### config.mk
export PLATFORM = sky130hd
export DESIGN_NAME = code_lock_ctrl
export DESIGN_NICKNAME = d
export VERILOG_FILES = /design/src/rtl/code_lock_ctrl.sv
export SDC_FILE = /design/constraint.sdc
export NUM_CORES = 1
export LEC_CHECK = 0
export CAP_MARGIN = 20
export CORE_UTILIZATION = 39
export CTS_CLUSTER_DIAMETER = 200
export DETAILED_ROUTE_END_ITERATION = 16
export PLACE_DENSITY_LB_ADDON = 0.15
export SYNTH_ARGS = -nofsm -noshare
export SYNTH_HDL_FRONTEND = slang
export SYNTH_SLANG_ARGS = --single-unit
export TNS_END_PERCENT = 20
### constraint.sdc
create_clock -name clk -period 3.6 [get_ports clk]
set_input_delay 0.36 -clock clk [delete_from_list [all_inputs] [get_ports clk]]
set_output_delay 0.36 -clock clk [all_outputs]
set_load 0.02 [all_outputs]
### src/rtl/code_lock_ctrl.sv
// -----------------------------------------------------------------------------
// code_lock_ctrl
//
// Keypad code checker in front of the stepper drive. Decimal digits from the
// keypad decoder are shifted into a buffer. On ENTER the buffer is compared
// against SECRET.
//  - A correct code holds match high for UNLOCK_CYCLES cycles so the stepper
//    can turn the bolt.
//  - MAX_TRIES consecutive wrong codes raise alarm for LOCKOUT_CYCLES cycles.
//
// Ports
//  clk        in   1   system clock, all logic on posedge
//  reset      in   1   synchronous, active-high; wins over everything
//  key_valid  in   1   one-cycle strobe qualifying key_code
//  key_code   in   4   0-9 digit, 4'hA CLEAR, 4'hB ENTER, 4'hC-F ignored
//  match      out  1   registered, high for the unlock window
//  alarm      out  1   registered, high for the whole lockout
//  fail_cnt   out  3   consecutive failed attempts
//  digit_cnt  out  4   digits buffered; CODE_LEN+1 means "too long"
//  fsm_state  out  3   debug view of the FSM:
//                      0 IDLE, 1 CHECK, 2 UNLOCK, 3 FAIL, 4 LOCKOUT
//
// Key interface: key_valid/key_code is a strobe with no back-pressure. A key
// is consumed only if it is sampled while the FSM is in IDLE. Keys seen in any
// other state, including the cycle on which a timed state exits, are dropped.
// -----------------------------------------------------------------------------
module code_lock_ctrl #(
  parameter int                    CODE_LEN       = 4,
  parameter logic [4*CODE_LEN-1:0] SECRET         = 16'h1234,
  parameter int                    MAX_TRIES      = 3,
  parameter int                    UNLOCK_CYCLES  = 2_000_000,
  parameter int                    LOCKOUT_CYCLES = 5_000_000
) (
  input  logic       clk,
  input  logic       reset,
  input  logic       key_valid,
  input  logic [3:0] key_code,
  output logic       match,
  output logic       alarm,
  output logic [2:0] fail_cnt,
  output logic [3:0] digit_cnt,
  output logic [2:0] fsm_state
);

  localparam int TMAX = (UNLOCK_CYCLES > LOCKOUT_CYCLES) ? UNLOCK_CYCLES : LOCKOUT_CYCLES;
  localparam int TW   = $clog2(TMAX + 1);

  localparam logic [TW-1:0] UNLOCK_LOAD  = TW'(UNLOCK_CYCLES);
  localparam logic [TW-1:0] LOCKOUT_LOAD = TW'(LOCKOUT_CYCLES);
  localparam logic [TW-1:0] TIMER_ONE    = TW'(1);
  localparam logic [3:0]    DIGIT_SAT    = 4'(CODE_LEN + 1);
  localparam logic [3:0]    DIGIT_FULL   = 4'(CODE_LEN);
  localparam logic [2:0]    TRIES_LIMIT  = 3'(MAX_TRIES);

  localparam logic [3:0] KEY_CLEAR = 4'hA;
  localparam logic [3:0] KEY_ENTER = 4'hB;

  typedef enum logic [2:0] {
    IDLE    = 3'd0,
    CHECK   = 3'd1,
    UNLOCK  = 3'd2,
    FAIL    = 3'd3,
    LOCKOUT = 3'd4
  } state_t;

  state_t                state;
  logic [4*CODE_LEN-1:0] code_buf;
  logic [TW-1:0]         timer;

  // Shift through a widened vector so CODE_LEN=1 needs no special case.
  logic [4*CODE_LEN+3:0] shifted;
  logic                  code_ok;
  logic [2:0]            fail_next;

  assign shifted   = {code_buf, key_code};
  assign code_ok   = (digit_cnt == DIGIT_FULL) && (code_buf == SECRET);
  assign fail_next = fail_cnt + 3'd1;
  assign fsm_state = state;

  // Timed states are entered with the full cycle count loaded. The registered
  // output is raised on each following edge while the count is non-zero. So
  // match/alarm are high for exactly the loaded number of cycles. The state
  // is left on the edge that sees the count at zero.
  always_ff @(posedge clk) begin
    if (reset) begin
      state     <= IDLE;
      match     <= 1'b0;
      alarm     <= 1'b0;
      fail_cnt  <= 3'd0;
      digit_cnt <= 4'd0;
      code_buf  <= '0;
      timer     <= '0;
    end else begin
      case (state)
        IDLE: begin
          if (key_valid) begin
            if (key_code <= 4'd9) begin
              code_buf <= shifted[4*CODE_LEN-1:0];
              if (digit_cnt != DIGIT_SAT) begin
                digit_cnt <= digit_cnt + 4'd1;
              end
            end else if (key_code == KEY_CLEAR) begin
              code_buf  <= '0;
              digit_cnt <= 4'd0;
            end else if (key_code == KEY_ENTER && digit_cnt != 4'd0) begin
              state <= CHECK;
            end
          end
        end

        CHECK: begin
          code_buf  <= '0;
          digit_cnt <= 4'd0;
          if (code_ok) begin
            state    <= UNLOCK;
            timer    <= UNLOCK_LOAD;
            fail_cnt <= 3'd0;
          end else begin
            state <= FAIL;
          end
        end

        UNLOCK: begin
          if (timer == '0) begin
            state <= IDLE;
            match <= 1'b0;
          end else begin
            timer <= timer - TIMER_ONE;
            match <= 1'b1;
          end
        end

        FAIL: begin
          fail_cnt <= fail_next;
          if (fail_next == TRIES_LIMIT) begin
            state <= LOCKOUT;
            timer <= LOCKOUT_LOAD;
          end else begin
            state <= IDLE;
          end
        end

        LOCKOUT: begin
          if (timer == '0) begin
            state    <= IDLE;
            alarm    <= 1'b0;
            fail_cnt <= 3'd0;
          end else begin
            timer <= timer - TIMER_ONE;
            alarm <= 1'b1;
          end
        end

        default: state <= IDLE;
      endcase
    end
  end

endmodule

Yosys cells after proc, flatten, opt, wreduce, memory -nomap -nowiden --
Index checks and enable logic that the tools add are counted.
Operators by class: equality and inequality tests 21, reduce and logical (&&, ||, !) cells 14, muxes and demuxes 24, $add $sub $neg 3, order comparisons 1
Operators by type and width (number):
- 2-to-1 mux 23 bit | 3
- one-hot mux 23 bit (3 select lines) | 1
- 2-to-1 mux 16 bit | 3
- one-hot mux 16 bit (2 select lines) | 1
- zero test 23 bit | 1
- subtractor 23 x 1 -> 23 bit, second input constant | 1
- 2-to-1 mux 3 bit | 7
- == test 16 x 13 -> 1 bit, second input constant | 1
- 2-to-1 mux 4 bit | 4
- != test 2 bit, second input constant | 8
- one-hot mux 3 bit (4 select lines) | 1
- == test 3 x 2 -> 1 bit, second input constant | 3
- one-hot mux 3 bit (3 select lines) | 1
- == test 4 bit, second input constant | 2
- one-hot mux 4 bit (2 select lines) | 1
- AND reduction 4 bit | 2
- != test 3 bit, second input constant | 2
- AND reduction 3 bit | 2
- nonzero test 3 bit | 2
- AND reduction 5 bit | 1
- adder 4 x 1 -> 4 bit, second input constant | 1
- == test 4 x 3 -> 1 bit, second input constant | 1
- less-or-equal comparator 4 bit, second input constant | 1
- != test 4 x 3 -> 1 bit, second input constant | 1
- 10 further kinds | 12
Storage, ports and cells: register bits 51, output and inout port bits 12, input port bits 7, logic and storage cells 70

Longest topological paths before layout --
depth in word-level cells 7, gate-level depth with buffers 11, mapped depth without buffers 8

Worst setup path after synthesis --
No wires, ideal clock.
path type register -> register, start reg digit_cnt[2], end reg timer[21], cell stages (with the launch flop) 6, required time 3530 ps, setup slack 1345 ps, library setup time 70 ps, buffers on the path 0, arrival time 2185 ps, period minus slack after synthesis 2255 ps, cell sequence dfxtp_1 or4b_4 nor4_4 o21ba_1 or4_1 a21boi_1
Between the ends: longest elaborated chain between the ends 4
RTL lines:
- start, declared | line 41 | output logic [3:0] digit_cnt,
- start signal, assigned | line 100 | digit_cnt <= digit_cnt + 4'd1;
- == test 4 x 3 -> 1 bit | line 76 | assign code_ok = (digit_cnt == DIGIT_FULL) && (code_buf == SECRET);
- logical AND 1 bit | line 76
- != test 2 bit (no source line)
- AND reduction 4 bit (no source line)
- end signal, assigned | line 128 | timer <= timer - TIMER_ONE;
- end signal, assigned | line 149 | timer <= timer - TIMER_ONE;
- end, declared | line 68 | logic [TW-1:0] timer;
No other way between the ends. A chain may end at the register's enable or synchronous reset.

Worst setup path in the final report --
start reg state[0], in the netlist fsm_state[0], end reg timer[21]
Between the ends: longest elaborated chain between the ends 4, elaborated cells between the ends (all ways) 11, classes of those cells eq/ne (7); mux (1); reduce/logical (3)
RTL lines:
- start, declared | line 66 | state_t state;
- start signal, assigned | line 86 | state <= IDLE;
- start signal, assigned | line 106 | state <= CHECK;
- start signal, assigned | line 115 | state <= UNLOCK;
- == test 3 bit or == test 3 x 2 -> 1 bit (tied branches) | line 94 | case (state)
- OR reduction 2 bit (no source line)
- != test 2 bit (no source line) or nonzero test 3 bit (tied branches)
- AND reduction 4 bit (no source line)
Several ways; a longest one is shown, not always the timed one.

==> summary.md <==
| Metric | Value |
|---|---|
| Status | `finished, final reports clean` |
| Syn. warnings | `0` |
| Prevailing post-synth register cell | `dfxtp_1` |
| Layout Nets | `369` |
| EDFF count, synth | `0` |
| Syn_nets | `354` |
| Vias | `2,469` |
| Worst hold start | `code_buf[12]` |
| Port bufs | `18` |
| Crit path cell chain | `nor3b_2 > inv_1 > nor4_4 > o21ba_1 > or4_1 > a21boi_1` |
| CP required | `3.84 ns` |
| CTS Buf Count | `5` |
| Area post-placement | `2960 um^2` |
| Final hold viol count | `0` |
| Register area share after synthesis | `37.7%` |
| FMAX | `0.360 GHz` |
| Core Footprint | `6760 um^2` |
| First-pass GRT wire length | `11.0 mm` |
| Hold depth | `2` |
| CP Capture Type | `register` |
| Hold/Removal Path Class | `register to register` |
| WL/cell | `14.8 um` |
| GR Util All Layers | `18.9%` |
| Final wirelength | `6.45 mm` |
| Reg2reg path depth | `6` |
| RR Endpoint | `timer[21]` |
| Insertion delay to the later sink of the worst-skew pair | `0.31 ns` |
| Synth top area cells | `dfxtp_1, a21oi_1, nand2_1` |
| Critical Setup Path Class | `register to register` |
| Total Negative Setup Slacks | `0 ns` |
| CTS Root Cell | `clkbuf_8` |
| Gr ovfl total | `0` |
| Gpl congestion | `0.799` |
| Fraction of registers with async set/reset | `0%` |
| Fin. max-slew vios | `0` |
| CTS max path bufs | `2` |
| Residual DRC count | `0` |
| CP max stage delay | `0.59 ns` |
| First-pass iteration count of the detailed router | `4` |
| Synth area leader | `dfxtp_1` |
| Number of antenna violations at the first check in global routing | `0` |
| Number of setup buffers added after CTS | `0` |
| WP data arrival | `3.02 ns` |
| Reg-to-Reg Start | `fsm_state[0]` |
| Worst Skew | `0.00664 ns` |
| Post-DR vias/cell | `5.66` |
| Vias in the first global route | `2,197` |
| CTS tree | `built` |
| Placed wire-length estimate | `4.55 mm` |
| Mapped Area | `2710 um^2` |
| Drt first-iter violations | `175` |
| Clk slew on worst S/H paths | `0.09 ns` |
| Mean Syn Cell Area | `7.97 um^2` |
| Setup violators final | `0` |
| Register area | `1020 um^2` |
| Cts hold-fix bufs | `0` |
| CP max stage cell | `or4_1` |
| P_leak | `1.14 nW` |
| Max-Cap Viols | `0` |
| Final min period | `2.77 ns` |
| Final instance area | `3070 um^2` |
| H-tree Lvls | `2` |
| Synth Instances | `340` |
| Peak supply drop | `0.143 mV` |
| Yosys reg bits | `51` |
| Largest net degree at the start of global routing | `29` |
| Slew @ Worst Pin | `0.941 ns` |
| Final antenna-violating net count | `0` |
| Die Y | `85.4 um` |
| N_diodes | `0` |
| Layout area overhead | `13.1%` |
| R2r setup slk | `0.83 ns` |
| I/O pin cnt | `19` |
| Number of fillers in the final layout | `671` |
| Power per Cell Area | `329 nW/um^2` |
| Die Area | `7290 um^2` |
| RSZ-0062 raised after global routing | `no` |
| # resized after CTS | `0` |
| # rows | `30` |
| Die Wd | `85.4 um` |
| CP max FO | `20` |
| Share of the synthesized area in the top cell type | `37.7%` |
| Share of post-route cells with drive strength above 1 | `7.30%` |
| Starting density of the core | `40.1%` |
| Period utilization | `77.1%` |
| Sinks on Clock Net | `51` |
| CP Launch Type | `register` |
| Multi-input gate area | `1580 um^2` |
| Rel. slew slack | `37.0%` |
| Hold path endpoint | `code_buf[12]` |
| Yosys cell types | `54` |
## cell type report
| class | count | share of cell area (%) |
|---|---|---|
| clock buffer | 7 | 3.14 |
| clock inverter | 1 | 0.245 |
| inverter | 8 | 0.980 |
| timing repair buffer | 25 | 7.59 |
| multi-input combinational | 264 | 51.5 |
| tap | 80 | 3.27 |
| sequential | 51 | 33.3 |
## synthesized netlist by cell type (4+ instances only)
cell type	number
buf_2	5
or3_1	7
nand3_1	8
nor3_1	13
inv_1	8
o21a_1	7
dfxtp_1	51
a21oi_1	39
nor4_1	9
nand2_1	44
ha_1	7
mux2i_1	4
or4_1	6
clkbuf_1	10
o21ai_0	17
nor3b_1	7
nor2_1	32
## critical path: cells and delay by family (launching register included)
family / cells / cell delay [ns]
and+or+nand+nor: 3 / 1.43
AOI/OAI and AO/OA: 2 / 0.59
DFF: 1 / 0.53
buffers and inverters: 1 / 0.15
## report_power, final
| part | switching [mW] | internal [mW] | leakage [nW] |
|---|---|---|---|
| clock network | 0.190 | 0.175 | 0.0505 |
| registers | 0.00558 | 0.568 | 0.411 |
| logic | 0.0396 | 0.0284 | 0.675 |
## worst max-delay path by stage
stage | slack (ns) | to | from
5_1_grt | 0.59 | timer[21] | fsm_state[0]
2_1_floorplan | 1.34 | timer[21] | digit_cnt[2]
3_5_place_dp | 0.88 | timer[21] | fsm_state[0]
6_report | 0.83 | timer[21] | fsm_state[0]
4_1_cts | 0.85 | timer[21] | fsm_state[0]
3_3_place_gp | 0.97 | timer[21] | fsm_state[0]
## layer usage
layer / share of wire (%) / global-route usage (%)
met1: 52 / 27.9
met2: 42 / 27.6
met3: 4.2 / 3.50
met4: 1.3 / 6.21
met5: 0 / 0
## metrics by stage
stage	setup WS, ns	std cells	util [%]	hold WS [ns]	power, mW
6_report	0.825	436	45.4	0.467	1.01
5_1_grt	0.595	436	45.4	0.493	1.06
4_1_cts	0.853	436	45.4	0.469	1.02
3_5_place_dp	0.882	428	43.8	0.455	0.655
3_3_place_gp	0.975	428	43.8	0.444	0.655
2_1_floorplan	1.34	340	-	0.432	0.628
## flip-flops by register name, summed over array words and instances, names as in the netlist
name / cells
alarm: 1
code_buf: 16
digit_cnt: 4
fail_cnt: 3
fsm_state: 3
match: 1
timer: 23
## layout by cell type (no fill, tap or decap), types with 8 or more instances in the layout
cell              n
o21ai_0          17
nor4_1            9
clkdlybuf4s50_1  18
nor2_1           32
nor3_1           13
dfxtp_1          51
nand3_1           8
inv_1             8
a21oi_1          39
nand2_1          44
## kinds of logic after synthesis
logic type                 share of synthesized area (%)
AOI/OAI and AO/OA                                   19.6
muxes                                               1.48
xor gates and xnor gates                            1.29
adders and majority gates                           3.23
DFF                                                 37.7
and+or+nand+nor                                     32.6
buffers and inverters                               4.11
Note: power is estimated with default switching activity, not from simulation.
